==> config.mk <==
export PLATFORM = sky130hd
export DESIGN_NAME = jtopl_wrq
export DESIGN_NICKNAME = d
export VERILOG_FILES = /design/src/rtl/jtopl_pkg.sv /design/src/rtl/jtopl_wrq_fifo.sv /design/src/rtl/jtopl_wrq.sv
export SDC_FILE = /design/constraint.sdc
export NUM_CORES = 1
export LEC_CHECK = 0
export BUFFER_PORTS_ARGS = -buffer_cell sky130_fd_sc_hd__buf_2
export CAP_MARGIN = 20
export CORE_MARGIN = 2
export CORE_UTILIZATION = 51
export CTS_BUF_LIST = sky130_fd_sc_hd__clkbuf_2
export CTS_CLUSTER_DIAMETER = 50
export DETAILED_ROUTE_END_ITERATION = 16
export MAX_ROUTING_LAYER = met4
export PLACE_DENSITY_LB_ADDON = 0.3
export SYNTH_ARGS = -nofsm -noshare
export SYNTH_HDL_FRONTEND = slang
export SYNTH_SLANG_ARGS = --single-unit
==> constraint.sdc <==
create_clock -name clk -period 2.55 [get_ports clk]
set_input_delay 0.765 -clock clk [delete_from_list [all_inputs] [get_ports clk]]
set_output_delay 0.765 -clock clk [all_outputs]
set_load 0.02 [all_outputs]
==> src/rtl/jtopl_pkg.sv <==
// Shared types and defaults for the jtopl host write queue.
package jtopl_pkg;

    localparam int ENTRY_W       = 9;
    localparam int DEF_ADDR_WAIT = 12;
    localparam int DEF_DATA_WAIT = 84;

    typedef enum logic [1:0] {
        IDLE,
        STROBE,
        WAIT
    } wrq_state_t;

    typedef struct packed {
        logic       addr;
        logic [7:0] din;
    } wrq_entry_t;

endpackage

==> src/rtl/jtopl_wrq_fifo.sv <==
// 2**AW x 9 write FIFO with flush; head entry is read straight from the read pointer.
module jtopl_wrq_fifo
    import jtopl_pkg::*;
#(
    parameter int AW = 4
) (
    input  logic       clk,
    input  logic       rst,
    input  logic       push,
    input  logic       pop,
    input  logic       flush,
    input  wrq_entry_t wr_data,
    output wrq_entry_t rd_data,
    output logic       full,
    output logic       empty,
    output logic [AW:0] level
);

    localparam int DEPTH = 2**AW;

    wrq_entry_t      mem [DEPTH];
    logic [AW-1:0]   wr_ptr;
    logic [AW-1:0]   rd_ptr;
    logic            push_ok;
    logic            pop_ok;

    assign full    = (level == (AW+1)'(DEPTH));
    assign empty   = (level == '0);
    // A push into a full queue is lost even when a pop frees a slot on the same edge.
    assign push_ok = push & ~full & ~flush;
    assign pop_ok  = pop & ~empty;
    assign rd_data = mem[rd_ptr];

    always_ff @(posedge clk)
        if (push_ok) mem[wr_ptr] <= wr_data;

    always_ff @(posedge clk or posedge rst) begin
        if (rst) begin
            wr_ptr <= '0;
            rd_ptr <= '0;
            level  <= '0;
        end else if (flush) begin
            wr_ptr <= '0;
            rd_ptr <= '0;
            level  <= '0;
        end else begin
            if (push_ok) wr_ptr <= wr_ptr + 1'b1;
            if (pop_ok)  rd_ptr <= rd_ptr + 1'b1;
            level <= level + (AW+1)'(push_ok) - (AW+1)'(pop_ok);
        end
    end

endmodule

==> src/rtl/jtopl_wrq.sv <==
// Host write queue and OPL-paced replay onto the jtopl bus pins.
// Optional sticky overflow flag: define JTOPL_WRQ_OVF_EN.
module jtopl_wrq
    import jtopl_pkg::*;
#(
    parameter int AW        = 4,
    parameter int WAIT_W    = 8,
    parameter int ADDR_WAIT = DEF_ADDR_WAIT,
    parameter int DATA_WAIT = DEF_DATA_WAIT
) (
    input  logic        clk,
    input  logic        rst,
    input  logic        cen,
    input  logic [7:0]  host_din,
    input  logic        host_addr,
    input  logic        host_wr,
    input  logic        flush,
    output logic        full,
    output logic        empty,
    output logic [AW:0] level,
    output logic        busy,
    output logic        ovf,
    output logic [7:0]  opl_din,
    output logic        opl_addr,
    output logic        opl_cs_n,
    output logic        opl_wr_n
);

    wrq_state_t        state;
    wrq_state_t        state_nx;
    wrq_entry_t        head;
    wrq_entry_t        wr_entry;
    logic [WAIT_W-1:0] wait_cnt;
    logic [WAIT_W-1:0] wait_load;
    logic              last_wait;
    logic              pop;
    logic              strobe;

    assign wr_entry = '{addr: host_addr, din: host_din};

    jtopl_wrq_fifo #(.AW(AW)) u_fifo (
        .clk     (clk),
        .rst     (rst),
        .push    (host_wr),
        .pop     (pop),
        .flush   (flush),
        .wr_data (wr_entry),
        .rd_data (head),
        .full    (full),
        .empty   (empty),
        .level   (level)
    );

    assign wait_load = opl_addr ? WAIT_W'(DATA_WAIT) : WAIT_W'(ADDR_WAIT);
    assign last_wait = (wait_cnt == WAIT_W'(1));

    always_ff @(posedge clk or posedge rst)
        if (rst) state <= IDLE;
        else     state <= state_nx;

    // The last wait period doubles as the next pop slot, so strobes land
    // exactly (wait + 1) cen periods apart when the queue stays non-empty.
    always_comb begin
        state_nx = state;
        if (cen) begin
            unique case (state)
                IDLE:    if (!empty) state_nx = STROBE;
                STROBE:  state_nx = (wait_load != '0) ? WAIT : IDLE;
                WAIT:    if (last_wait) state_nx = empty ? IDLE : STROBE;
                default: state_nx = IDLE;
            endcase
        end
    end

    always_comb begin
        pop    = 1'b0;
        strobe = 1'b0;
        unique case (state)
            IDLE:    pop = cen & ~empty;
            STROBE:  strobe = 1'b1;
            WAIT:    pop = cen & ~empty & last_wait;
            default: pop = 1'b0;
        endcase
    end

    assign opl_cs_n = ~strobe;
    assign opl_wr_n = ~strobe;
    assign busy     = (state != IDLE) | ~empty;

    always_ff @(posedge clk or posedge rst) begin
        if (rst) begin
            wait_cnt <= '0;
        end else if (cen) begin
            if (state == STROBE)    wait_cnt <= wait_load;
            else if (state == WAIT) wait_cnt <= wait_cnt - 1'b1;
        end
    end

    always_ff @(posedge clk or posedge rst) begin
        if (rst) begin
            opl_din  <= '0;
            opl_addr <= 1'b0;
        end else if (pop) begin
            opl_din  <= head.din;
            opl_addr <= head.addr;
        end
    end

`ifdef JTOPL_WRQ_OVF_EN
    logic ovf_q;
    always_ff @(posedge clk or posedge rst) begin
        if (rst)                  ovf_q <= 1'b0;
        else if (flush)           ovf_q <= 1'b0;
        else if (host_wr && full) ovf_q <= 1'b1;
    end
    assign ovf = ovf_q;
`else
    assign ovf = 1'b0;
`endif

endmodule

=== Word level (Yosys, flattened, before mapping) ===
Memories as Yosys holds them, arrays and structs flattened. A register that Yosys moved wholly into a read port is not among the register bits.
Index checks and enable logic that the tools add are counted.

* Register bits: 23
* Memories: 1
* RAM bits: 144
* Input bits: 14

{| class="wikitable"
|+ Memory list
! memory !! depth !! width !! read ports !! clocked after Yosys merged registers in !! wr ports !! RTL line !! RTL
|-
| u_fifo.mem || 16 || 9 || 1 || 1 || 1 || jtopl_wrq_fifo.sv:21 || <nowiki>wrq_entry_t mem [DEPTH];</nowiki>
|}

* Reduce and logical (&&, ||, !) cells: 9
* Add/sub/neg operators: 5
* Muxes and demuxes: 17
* Bitwise gates (word level): 10
* Eq/ne operators: 6

{| class="wikitable"
|+ Operators with widths
! cell !! number
|-
| two-way mux 4 bit || 4
|-
| two-way mux 8 bit || 2
|-
| adder 4 x 1 -> 4 bit (second input constant) || 2
|-
| equality test 8 x 1 -> 1 bit (second input constant) || 1
|-
| nonzero test 2 bit || 4
|-
| nonzero test 8 bit || 1
|-
| subtractor 8 x 1 -> 8 bit (second input constant) || 1
|-
| two-way mux 7 bit || 1
|-
| two-way mux 2 bit || 3
|-
| one-hot mux 2 bit (3 select lines) || 1
|-
| adder 5 x 1 -> 5 bit || 1
|-
| bitwise AND 1 bit || 5
|-
| equality test 5 bit (second input constant) || 1
|-
| logical NOT 5 bit || 1
|-
| two-way mux 5 bit || 1
|-
| subtractor 5 x 1 -> 5 bit || 1
|-
| two-way mux 1 bit || 4
|-
| inequality test 2 bit (second input constant) || 2
|-
| NOT 1 bit || 4
|-
| AND reduction 3 bit || 1
|-
| equality test 2 x 1 -> 1 bit (second input constant) || 1
|-
| equality test 2 bit (second input constant) || 1
|-
| logical NOT 2 bit || 1
|-
| one-hot mux 1 bit (2 select lines) || 1
|-
| other kinds (2) || 2
|}

=== Logic depth before layout (Yosys ltp) ===
Gate-level depths: netlist of the first run.

* Depth in word-level cells: 8
* Gate-level depth with buffers: 15
* Depth with buffers taken out: 14

=== Cells and area by module ===
A second synthesis of the first run with hierarchy kept.

* Cell total of the unflattened synthesis: 456
* Area, all modules: 7479.7 um^2

{| class="wikitable"
|+ By module, submodules not included
! module !! sequential area each (um^2) !! cells each !! area each (um^2) !! instances
|-
| jtopl_wrq_fifo || 4649.5 || 362 || 6437.4 || 1
|-
| jtopl_wrq || 475.5 || 94 || 1042.2 || 1
|}

=== Least setup slack after synthesis of the first run ===
OpenSTA, ideal clock, no wires.

* Kind: register to register
* From: register u_fifo.level[3]
* To: register u_fifo.level[4]
* Buffers on the path: 1
* Data arrival time: 2.919 ns
* Path slack: -0.457 ns
* Stages on the path, launching flop included: 16
* Required time: 2.462 ns
* Period minus slack after synthesis: 3.007 ns
* Path through: dfrtp_1 -> inv_1 -> ha_1 -> nor4b_4 -> nand2b_1 -> nor2_1 -> buf_4 -> ha_1 -> inv_1 -> ha_1 -> inv_1 -> fa_1 -> nor2b_1 -> o21bai_1 -> nand3_1 -> nor3b_1

* Word-level cells in the longest chain between the ends: 8

{| class="wikitable"
|+ RTL lines
! item !! RTL line !! RTL
|-
| start, declared || jtopl_wrq_fifo.sv:16 || <nowiki>output logic [AW:0] level</nowiki>
|-
| start signal, assigned || jtopl_wrq_fifo.sv:49 || <nowiki>level <= level + (AW+1)'(push_ok) - (AW+1)'(pop_ok);</nowiki>
|-
| logical NOT 5 bit (*) || jtopl_wrq_fifo.sv:28 || <nowiki>assign empty = (level == '0);</nowiki>
|-
| net empty || jtopl_wrq.sv:19 || <nowiki>output logic empty,</nowiki>
|-
| NOT 1 bit (*) || jtopl_wrq_fifo.sv:31, jtopl_wrq.sv:79, jtopl_wrq.sv:81 ||
|-
| bitwise AND 1 bit || jtopl_wrq.sv:79, jtopl_wrq.sv:81 ||
|-
| bitwise AND 1 bit || jtopl_wrq.sv:81 || <nowiki>WAIT: pop = cen & ~empty & last_wait;</nowiki>
|-
| one-hot mux 1 bit (2 select lines) || jtopl_wrq.sv:78 || <nowiki>unique case (state)</nowiki>
|-
| bitwise AND 1 bit (*) || jtopl_wrq_fifo.sv:31 || <nowiki>assign pop_ok = pop & ~empty;</nowiki>
|-
| subtractor 5 x 1 -> 5 bit (*) || jtopl_wrq_fifo.sv:49 ||
|-
| two-way mux 5 bit (*) || jtopl_wrq_fifo.sv:42 || <nowiki>end else if (flush) begin</nowiki>
|}

The timed path passes the listed nets; every way through them passes the cells marked *.
A chain may end at the register's enable or synchronous reset.

=== Worst setup path after layout of the first run ===
* From: register u_fifo.level[3]
* To: output busy

* Word-level cells in the longest chain between the ends: 3

{| class="wikitable"
|+ RTL lines
! item !! RTL line !! RTL
|-
| logical NOT 5 bit || jtopl_wrq_fifo.sv:28 ||
|-
| NOT 1 bit || jtopl_wrq.sv:88 || <nowiki>assign busy = (state != IDLE) | ~empty;</nowiki>
|-
| OR 1 bit || jtopl_wrq.sv:88 ||
|-
| end, declared || jtopl_wrq.sv:21 || <nowiki>output logic busy,</nowiki>
|}

No other way between the ends.

==> results of run 1 <==
## power groups by stage
stage | Sequential [mW] | Clock [mW] | Combinational [mW]
after floorplan | 3.68 | 0 | 1.21
after global placement | 3.60 | 0 | 1.80
after detailed placement | 3.62 | 0 | 1.86
after CTS | 3.56 | 1.46 | 2.03
after global routing | 3.59 | 1.58 | 2.28
final | 3.55 | 1.42 | 2.06
## synth_stat cells, types with 3 or more instances
library cell	number
o31ai_1	3
dfrtp_1	32
inv_1	20
ha_1	17
nor2_1	29
o21ai_0	11
nand3_1	8
xor2_1	3
clkbuf_1	5
mux2i_1	29
buf_4	4
nand2b_1	3
a21oi_1	10
mux2_4	3
mux4_2	36
nor3_1	6
mux2_2	6
buf_1	3
buf_2	3
a31oi_1	3
nand2_1	14
edfxtp_1	144
nor2b_1	5
## per-stage QoR
step	area (um2)	util, %
after global routing	8442	58.75
after detailed placement	8040	55.96
after global placement	8040	55.96
after CTS	8414	58.56
final	8442	58.75
after floorplan	7500	-
## worst max-delay path, stage by stage (launching register included)
cell	delay, ps
dfrtp_2	460
inv_2	80
ha_4	130
nor4b_4	220
buf_4	170
nand2_2	60
buf_6	140
## sequential cells by signal, summed over array words and instances, names as in the netlist
signal         cells
wait_cnt           8
u_fifo.mem       144
u_fifo.wr_ptr      4
u_fifo.rd_ptr      4
u_fifo.level       5
state              2
opl_din            8
opl_addr           1
## routing by layer
metal  part of all wire [%]  vias to the layer above  track usage, %
li1                       -                     1791               -
met3                    5.9                       16           5.326
met1                     43                     2000           25.92
met4                    1.8                        0           6.279
met5                      0                        -               -
met2                     49                      114           29.99
## final timing paths
path	slack (ps)	cells past startpoint	to	start
max in group asynchronous	1620	4	u_fifo.level[2]$_DFF_PP0_	rst
min reg2reg	550	1	opl_din[3]$_DFFE_PP0N_	opl_din[3]$_DFFE_PP0N_
min in group asynchronous	600	4	u_fifo.rd_ptr[0]$_DFFE_PP0P_	rst
max reg2reg	50	14	u_fifo.level[4]$_DFF_PP0_	wait_cnt[1]$_DFFE_PP0P_
min	300	3	u_fifo.wr_ptr[1]$_DFFE_PP0P_	host_wr
max	-210	6	busy	u_fifo.level[3]$_DFF_PP0_
## area by class of cell
cell class,instances,area share (%)
Multi-Input combinational cell,209,26.20
Inverter,20,0.9189
Timing Repair Buffer,77,6.566
Sequential cell,176,60.75
Clock inverter,15,1.823
Clock buffer,17,1.008
Tap cell,184,2.727
## repair_timing
action                     4_1_cts  5_1_grt
buffers inserted                11        1
pin swaps                        2        4
hold buffers                     1        0
setup endpoints to repair        6        9
gates resized for setup         11        5
hold endpoints to repair        17        0
## logic make-up (layout without fill, tap and decap cells)
| family | Yosys count | count (layout) | share of synthesized area (%) |
|---|---|---|---|
| adders and majority gates | 18 | 18 | 3.131 |
| buffers and inverters | 39 | 129 | 2.693 |
| AOI/OAI and AO/OA | 35 | 35 | 2.979 |
| and+or+nand+nor | 76 | 76 | 5.285 |
| DFF | 176 | 176 | 68.94 |
| xor gates and xnor gates | 5 | 5 | 0.5892 |
| other | 1 | 1 | 0.05045 |
| muxes | 74 | 74 | 16.33 |
==> run metrics, run 1 <==
status=finished, violations left; violated checks=setup timing; Most used DFF post-synth=edfxtp_1; clock-pin slew on the worst setup and hold paths=240 ps; ys async rst share=18.18%; antenna cell count=0; pre-CTS WS=-72.73 ps; die area=15560 um2; dpl hpwl=8.871 mm; Synth warnings=0; crit-path max FO=3; maximum buffer depth of the clock tree=2; synthesis-to-finish area growth=13.57%; CP endpoint kind=output pin; cell taking the most area after synthesis=edfxtp_1; Clock Latency Late Sink=750 ps; I/O pin cnt=34; final hold slack=298.0 ps; register area share after synthesis=68.94%; Avg Cell Area, Syn=17.53 um2; Total Power=7.037 mW; Initial Util=51.73%; Pint=4.730 mW; achievable frequency=362.0 MHz; sw power=2.307 mW; Comb power frac=29.3%; Slew headroom=49.52%; first-pass GRT wire length=21.96 mm; first drt pass iteration count=5; vias per inst=5.617; clock group share of total power=20.2%; CP Data Arrival Time=2000 ps; Max Slew Vio Count=0; Synth Instances=424; placer congestion estimate=0.7969; Post-synth EDFFs=144; Area contributors post-synth=edfxtp_1 (58%), mux4_2 (11%), dfrtp_1 (11%); antenna-violating nets left=0; Post-Syn Area=7433 um2; sequential power share=50.5%; All-Layer GR Usage=19.59%; CTS tree=done; Num CTS Buffers=17; Die Ht=124.7 um; Pwr Density=833.6 nW/um2; vias after detailed routing=3921; Seq cells post-synth=176; vias in the first global route=4019; CP Data Required Time=1790 ps; min-delay worst type=primary input to register; H-Tree Depth=4; worst vdd ir=0.4472 mV; share of the synthesized area in the top cell type=58.17%; most common cell after layout, fill and taps aside=edfxtp_1; drt drc=0; initial antenna violation count=0; commonest cells after routing, fill and taps aside=edfxtp_1 (144), buf_4 (40), mux4_2 (36); Leakage=2.931 nW; max cap viols=0; Sw Ratio=32.79%; RSZ-0062 raised after global routing=true; Worst-Margin Slew=757.2 ps; DP Cell Count=653; final setup TNS=-745.9 ps; final worst-path cycle share=108.3%; Post-layout nets=533; critical path type=register to output pin; Final Hold Viols=0; row count=44; register area=5129 um2; # fillers=1073; Max Clock Skew=22.00 ps; Sink Count=176; layout cells sized above 1=35.41%; grt ovf=0; largest net degree at the start of global routing=40; Finished Layout Cells=698; CORE AREA=14370 um2; crit path launch type=register; Final setup viols=5; initial DRC count=283; multi-input logic area=2212 um2; CTS root buf=clkbuf_2; final wirelength=13.81 mm; minimum clock period after layout=2762 ps; Net Count, Synth=456; Cell variety after synth=45; Die X=124.7 um; WL/cell=19.78 um; Port Buffers=32; post-route setup slack=-212.4 ps
Power figures use the tool's default switching activity.
==> run 2: changes to the inputs <==
--- a/config.mk
+++ b/config.mk
@@ -5,6 +5,7 @@
 export SDC_FILE = /design/constraint.sdc
 export NUM_CORES = 1
 export LEC_CHECK = 0
+export ABC_AREA = 1
 export BUFFER_PORTS_ARGS = -buffer_cell sky130_fd_sc_hd__buf_2
 export CAP_MARGIN = 20
 export CORE_MARGIN = 2
==> run 2 against run 1 <==
Compared with the run above:
- the run still ends with setup timing left
- clock power rose by 30%
- count of clock-buffer cells in the layout did not move
- worst setup slack improved by 180 ps
- critical path depth did not move
- synthesized cell count rose by 94%
- power rose by 13%
- global-route usage rose by 3.2 points
- die area rose by 8.4%
- sequential cell count did not move
- hold slack got worse by 260 ps
- non-clock buffer count fell by 5
- maximum frequency rose by 6.9%
- critical path type unchanged
- largest power group unchanged
==> run metrics, run 2 <==
Area contributors post-synth=edfxtp_1 (54%), nand2_1 (11%), dfrtp_1 (9.9%); Seq cells post-synth=176 (unchanged); Pint=5.113 mW (+8.1%); initial DRC count=459 (+62%); Worst-Margin Slew=759.8 ps (+2.514 ps); first-pass GRT wire length=27.44 mm (+25%); Avg Cell Area, Syn=9.832 um2 (-44%); first drt pass iteration count=5 (unchanged); violated checks=setup timing; clock-pin slew on the worst setup and hold paths=250 ps (about the same); Die X=129.9 um (+4.1%); Max Slew Vio Count=0 (unchanged); Initial Util=51.43% (-0.30 points); DP Cell Count=1068 (+64%); commonest cells after routing, fill and taps aside=nand2_1 (243), edfxtp_1 (144), inv_1 (137); initial antenna violation count=1 (+1); Slew headroom=49.35% (-0.17 points); most common cell in the netlist=nand2_1; Final setup viols=3 (-2); cell taking the most area after synthesis=edfxtp_1; row count=46 (+4.5%); largest net degree at the start of global routing=55 (+38%); drt drc=0 (unchanged); final worst-path cycle share=101.4% (-7.0 points); crit-path max FO=3 (unchanged); Post-DP Area=8617 um2 (+7.2%); CTS tree=done; Cell variety after synth=33 (-27%); Most used DFF post-synth=edfxtp_1; vias after detailed routing=5594 (+43%); Largest Register=u_fifo.mem; ys async rst share=18.18% (unchanged); sw power=2.844 mW (+23%); CORE AREA=15710 um2 (+9.4%); WL/cell=15.69 um (-21%); CTS root buf=clkbuf_2; Post-synth EDFFs=144 (unchanged); Die Ht=129.9 um (+4.1%); Sink Count=176 (unchanged); All-Layer GR Usage=22.77% (+3.2 points); layout cells sized above 1=15.32% (-20 points); Synth Instances=822 (+94%); Pwr Density=875.8 nW/um2 (+5.1%); placer congestion estimate=0.8047 (+0.98%); Final Hold Viols=0 (unchanged); Post-Syn Area=8082 um2 (+8.7%); register area share after synthesis=63.42% (-5.5 points); die area=16870 um2 (+8.4%); Largest regs=u_fifo.mem (144), opl_din (8), wait_cnt (8); dpl hpwl=10.67 mm (+20%); CP Data Required Time=1790 ps (about the same); max cap viols=0 (unchanged); achievable frequency=386.9 MHz (+6.9%); vias per inst=5.035 (-10%); Post-layout nets=913 (+71%); Max Clock Skew=28.68 ps (+6.682 ps); Num CTS Buffers=17 (unchanged); Net Count, Synth=854 (+87%); vias in the first global route=5305 (+32%); CP Data Arrival Time=1820 ps (-180 ps); Synth top cells by count=nand2_1 (245), inv_1 (145), edfxtp_1 (144), nand3_1 (122), dfrtp_1 (32); Port Buffers=32 (unchanged); Sw Ratio=35.74% (+3.0 points); Comb power frac=32.5% (+3.2 points); Worst R2R Path Depth=18 (+4); H-Tree Depth=4 (unchanged); status=finished, violations left; post-route setup slack=-34.53 ps (+177.8 ps); minimum clock period after layout=2585 ps (-177.8 ps); grt ovf=0 (unchanged); Leakage=4.076 nW (+39%); max FFs per register=144 (unchanged); post-layout util=57.82% (-0.93 points); min-delay worst type=primary input to async pin; RSZ-0062 raised after global routing=true; critical path type=register to output pin; clock group share of total power=23.2% (+3.0 points); antenna-violating nets left=0 (unchanged); synthesis-to-finish area growth=12.42%; Finished Cell Area=9085 um2 (+7.6%); crit path launch type=register; # fillers=1346 (+25%); CP endpoint kind=output pin; final wirelength=17.43 mm (+26%); I/O pin cnt=34 (unchanged); sequential power share=44.3% (-6.2 points); Clock Latency Late Sink=760 ps (about the same); share of the synthesized area in the top cell type=53.51% (-4.7 points); worst vdd ir=0.5345 mV (+20%); Synth warnings=0 (unchanged); maximum buffer depth of the clock tree=2 (unchanged); most common cell after layout, fill and taps aside=nand2_1; Finished Layout Cells=1111 (+59%)
[run 2: cell count changes in the layout (fill, tap and decap cells not counted), sizes merged, moves of 4 or more]
cell	previous run	this run
nor2	29	23
mux2	9	0
inv	27	151
mux4	36	0
nand3	8	124
mux2i	29	0
nor2b	5	0
nor3	7	14
bufinv	1	6
buf	76	72
nand2	14	247
[run 2: cell families after synthesis]
kind of cell | share of synthesized area (%)
AOI/OAI and AO/OA | 2.168
xor gates and xnor gates | 0.4336
adders and majority gates | 2.880
buffers and inverters | 9.258
DFF | 63.42
other | 0.04640
and+or+nand+nor | 21.80
[run 2: final cells by class]
type	instances	area [um2]	share of cell area [%]
sequential	176	5129	56.45
multi-input combinational	465	2283	25.13
inverter	149	564.3	6.211
timing repair buffer	72	494.2	5.440
tap	216	270.3	2.975
clock inverter	15	256.5	2.823
clock buffer	17	85.08	0.9365
antenna	1	2.502	0.02754
[run 2: power groups by stage]
| stage | clock network (mW) | registers (mW) | logic (mW) |
|---|---|---|---|
| 2_1_floorplan | 0 | 3.64 | 1.66 |
| 6_report | 1.85 | 3.53 | 2.58 |
| 4_1_cts | 1.88 | 3.52 | 2.55 |
| 3_3_place_gp | 0 | 3.58 | 2.33 |
| 3_5_place_dp | 0 | 3.59 | 2.37 |
| 5_1_grt | 1.97 | 3.56 | 2.88 |
[run 2: final timing paths]
path / start / to / slack, ps
worst max-delay path: u_fifo.level[2]$_DFF_PP0_ / busy / -30
worst min-delay path: rst / u_fifo.wr_ptr[3]$_DFFE_PP0P_ / 40
worst max register to register: u_fifo.level[3]$_DFF_PP0_ / u_fifo.level[4]$_DFF_PP0_ / -10
worst min register to register: opl_din[0]$_DFFE_PP0N_ / opl_din[0]$_DFFE_PP0N_ / 510
max in group asynchronous: rst / u_fifo.level[2]$_DFF_PP0_ / 2180
min in group clk: flush / u_fifo.level[0]$_DFF_PP0_ / 260
[run 2: per-layer routing]
metal | up-vias | GRT usage [%] | wire (um) | part of all wire [%]
met4 | 0 | 8.665 | 411 | 2.4
met2 | 144 | 36.80 | 8668 | 50
li1 | 2758 | - | - | -
met5 | - | - | 0 | 0
met1 | 2656 | 28.79 | 7505 | 43
met3 | 36 | 4.305 | 842 | 4.8
[run 2: repair_timing]
action,4_1_cts,5_1_grt
gates resized for setup,12,3
buffers inserted,9,1
hold buffers,0,0
pin swaps,6,0
endpoints found under the setup margin,6,7
[run 2: metrics by stage]
stage | hold WS [ps] | total power [mW] | setup TNS (ps) | worst slack (ps)
2_1_floorplan | 485.4 | 5.302 | -32.37 | -32.37
3_3_place_gp | 460.4 | 5.912 | 0 | 108.3
3_5_place_dp | 460.4 | 5.961 | 0 | 40.31
4_1_cts | 2.231 | 7.957 | -187.6 | -97.37
5_1_grt | 15.36 | 8.411 | -600.7 | -179.7
6_report | 36.88 | 7.957 | -46.62 | -34.53
[run 2: critical path, stage by stage (launching register included)]
cell,delay [ps]
dfrtp_2,460
inv_2,80
ha_4,150
nand3_4,80
nor2_4,110
nand2_2,70
buf_6,130
==> run 3: changes to the inputs <==
--- a/config.mk
+++ b/config.mk
@@ -11,10 +11,11 @@
 export CORE_MARGIN = 2
 export CORE_UTILIZATION = 51
 export CTS_BUF_LIST = sky130_fd_sc_hd__clkbuf_2
-export CTS_CLUSTER_DIAMETER = 50
+export CTS_CLUSTER_DIAMETER = 150
 export DETAILED_ROUTE_END_ITERATION = 16
 export MAX_ROUTING_LAYER = met4
 export PLACE_DENSITY_LB_ADDON = 0.3
+export SETUP_SLACK_MARGIN = 0.5
 export SYNTH_ARGS = -nofsm -noshare
 export SYNTH_HDL_FRONTEND = slang
 export SYNTH_SLANG_ARGS = --single-unit
==> run 3 against run 2 <==
Compared with the run above:
- the flow still finishes with violations (setup timing)
- wire length is 5.8% higher
- highest routed layer unchanged
- largest power group unchanged
- sequential share of layout area decreased by 2.7 points
- first-iteration DRC count is 29% higher
- cell count is 1.8% higher
- die area unchanged
- combinational power is 16% higher
- via count grew 1.9%
- clock skew shrank 1.5 ps
- non-clock buffer count up 20
- utilization increased by 2.9 points
- critical path depth unchanged
==> run metrics, run 3 (synthesized netlist as in run 2, its figures left out) <==
status=finished, violations left; violated checks=setup timing; Die Ht=129.9 um (unchanged); clock-pin slew on the worst setup and hold paths=230 ps (-20 ps); crit-path max FO=3 (unchanged); maximum buffer depth of the clock tree=2 (unchanged); pre-CTS WS=56.89 ps (+16.58 ps); Finished Cell Area=9547 um2 (+5.1%); CP endpoint kind=output pin; CTS root buf=clkbuf_2; most common cell after layout, fill and taps aside=nand2_1; post-layout util=60.76% (+2.9 points); initial DRC count=591 (+29%); worst vdd ir=0.5076 mV (-5.0%); Worst-Margin Slew=676.9 ps (-82.91 ps); CORE AREA=15710 um2 (unchanged); CP Data Arrival Time=1870 ps (+50 ps); Finished Layout Cells=1131 (+1.8%); CP Data Required Time=1790 ps (about the same); max cap viols=0 (unchanged); Leakage=4.248 nW (+4.2%); Slew headroom=54.81% (+5.5 points); Hold Path Origin=flush; RR Startpoint=u_fifo.level[3]$_DFF_PP0_; Port Buffers=32 (unchanged); critical path type=register to output pin; Max Slew Vio Count=0 (unchanged); Sink Count=176 (unchanged); final hold slack=275.7 ps (+238.8 ps); Pwr Density=847.6 nW/um2 (-3.2%); grt met2 use=37.67% (+0.86 points); # fillers=1254 (-6.8%); vias per inst=5.042 (+0.15%); Die X=129.9 um (unchanged); Post-DP Area=8632 um2 (+0.17%); max FFs per register=144 (unchanged); commonest cells after routing, fill and taps aside=nand2_1 (240), edfxtp_1 (144), inv_1 (135); initial antenna violation count=1 (unchanged); synthesis-to-finish area growth=18.13%; first drt pass iteration count=5 (unchanged); sw power=3.042 mW (+7.0%); row count=46 (unchanged); sequential power share=43.9% (-0.4 points); vias after detailed routing=5703 (+1.9%); final setup TNS=-143.0 ps (-96.36 ps); H-Tree Depth=4 (unchanged); final wirelength=18.44 mm (+5.8%); placer congestion estimate=0.8987 (+12%); Largest regs=u_fifo.mem (144), opl_din (8), wait_cnt (8); Num CTS Buffers=17 (unchanged); crit path launch type=register; Total Power=8.091 mW (+1.7%); vias in the first global route=5270 (-0.66%); drt drc=0 (unchanged); antenna-violating nets left=0 (unchanged); dpl hpwl=11.25 mm (+5.4%); Final setup viols=3 (unchanged); min-delay worst type=primary input to register; gr busiest metal=met2; first-pass GRT wire length=28.01 mm (+2.1%); Final Hold Viols=0 (unchanged); layout cells sized above 1=19.37% (+4.0 points); Largest Register=u_fifo.mem; final worst-path cycle share=103.3% (+1.9 points); CP Launch Point=u_fifo.level[3]$_DFF_PP0_; I/O pin cnt=34 (unchanged); minimum clock period after layout=2633 ps (+48.73 ps); RSZ-0062 raised after global routing=true; met3 GRT Util=3.526% (-0.78 points); post-route setup slack=-83.25 ps (-48.73 ps); Sw Ratio=37.59% (+1.9 points); Clock Latency Late Sink=780 ps (+20 ps); Initial Util=51.43% (unchanged); met1 Use GR=29.71% (+0.92 points); All-Layer GR Usage=23.15% (+0.38 points); DP Cell Count=1058 (-0.94%); grt ovf=0 (unchanged); Post-layout nets=933 (+2.2%); die area=16870 um2 (unchanged); largest net degree at the start of global routing=42 (-24%); Comb power frac=37.1% (+4.6 points); CTS tree=done; Max Clock Skew=27.19 ps (-1.488 ps); clock group share of total power=19.0% (-4.2 points); Pint=5.050 mW (-1.2%); WL/cell=16.30 um (+3.9%); achievable frequency=379.8 MHz (-1.9%)
[run 3: changes by cell type in the layout (fill, tap and decap cells not counted), moves of 3 or more]
cell | previous run | this run
buf_6 | 3 | 31
buf_2 | 28 | 15
nor3_1 | 13 | 5
nor3_4 | 0 | 8
buf_12 | 1 | 6
nor2_4 | 2 | 7
clkinvlp_4 | 3 | 7
nor2_1 | 18 | 14
bufinv_16 | 6 | 3
nand2_1 | 243 | 240
[run 3: path summary, 6_finish.rpt]
kind / to / slack (ps) / cells past startpoint
worst max-delay path: busy / -80 / 6
worst min-delay path: u_fifo.level[0]$_DFF_PP0_ / 280 / 2
worst max register to register: u_fifo.level[4]$_DFF_PP0_ / 0 / 18
worst min register to register: opl_din[6]$_DFFE_PP0N_ / 530 / 2
max in group asynchronous: u_fifo.rd_ptr[0]$_DFFE_PP0P_ / 1630 / 4
min in group asynchronous: wait_cnt[3]$_DFFE_PP0P_ / 590 / 4
[run 3: worst max-delay path, cell delays in order (launching register included)]
cell     delay [ps]
dfrtp_2         460
inv_2            90
ha_4            150
nand3_4          80
nor2_4          130
nand2_2          70
buf_6           130
[run 3: final cells by class]
cell class              count  area (um2)  area share [%]
flip-flops and latches    176        5134           53.77
multi-input cells         465        2454           25.70
repair buffers             92       847.1           8.873
inverters                 149       570.5           5.976
well taps                 216       270.3           2.831
clock inverters            15       183.9           1.927
clock buffers              17       85.08          0.8912
diodes                      1       2.502         0.02621
[run 3: timing repair]
action	in CTS	in global routing
setup buffers	28	8
gates resized for setup	48	35
cloned	0	3
hold buffers	1	0
endpoints found under the hold margin	11	0
endpoints found under the setup margin	95	131
pin swaps	17	11
[run 3: power by group through the flow]
stage	Sequential [mW]	Combinational [mW]	Clock, mW
global placement	3.58	2.37	0
detailed placement	3.59	2.40	0
CTS	3.54	2.82	1.56
finish	3.55	3.00	1.54
global route	3.58	3.29	1.69
floorplan	3.64	1.70	0
[run 3: per-layer routing]
| metal | vias to the layer above | share of wire (%) |
|---|---|---|
| met5 | - | 0 |
| met2 | 160 | 51 |
| met4 | 0 | 2.5 |
| met1 | 2697 | 43 |
| li1 | 2805 | - |
| met3 | 41 | 3.7 |
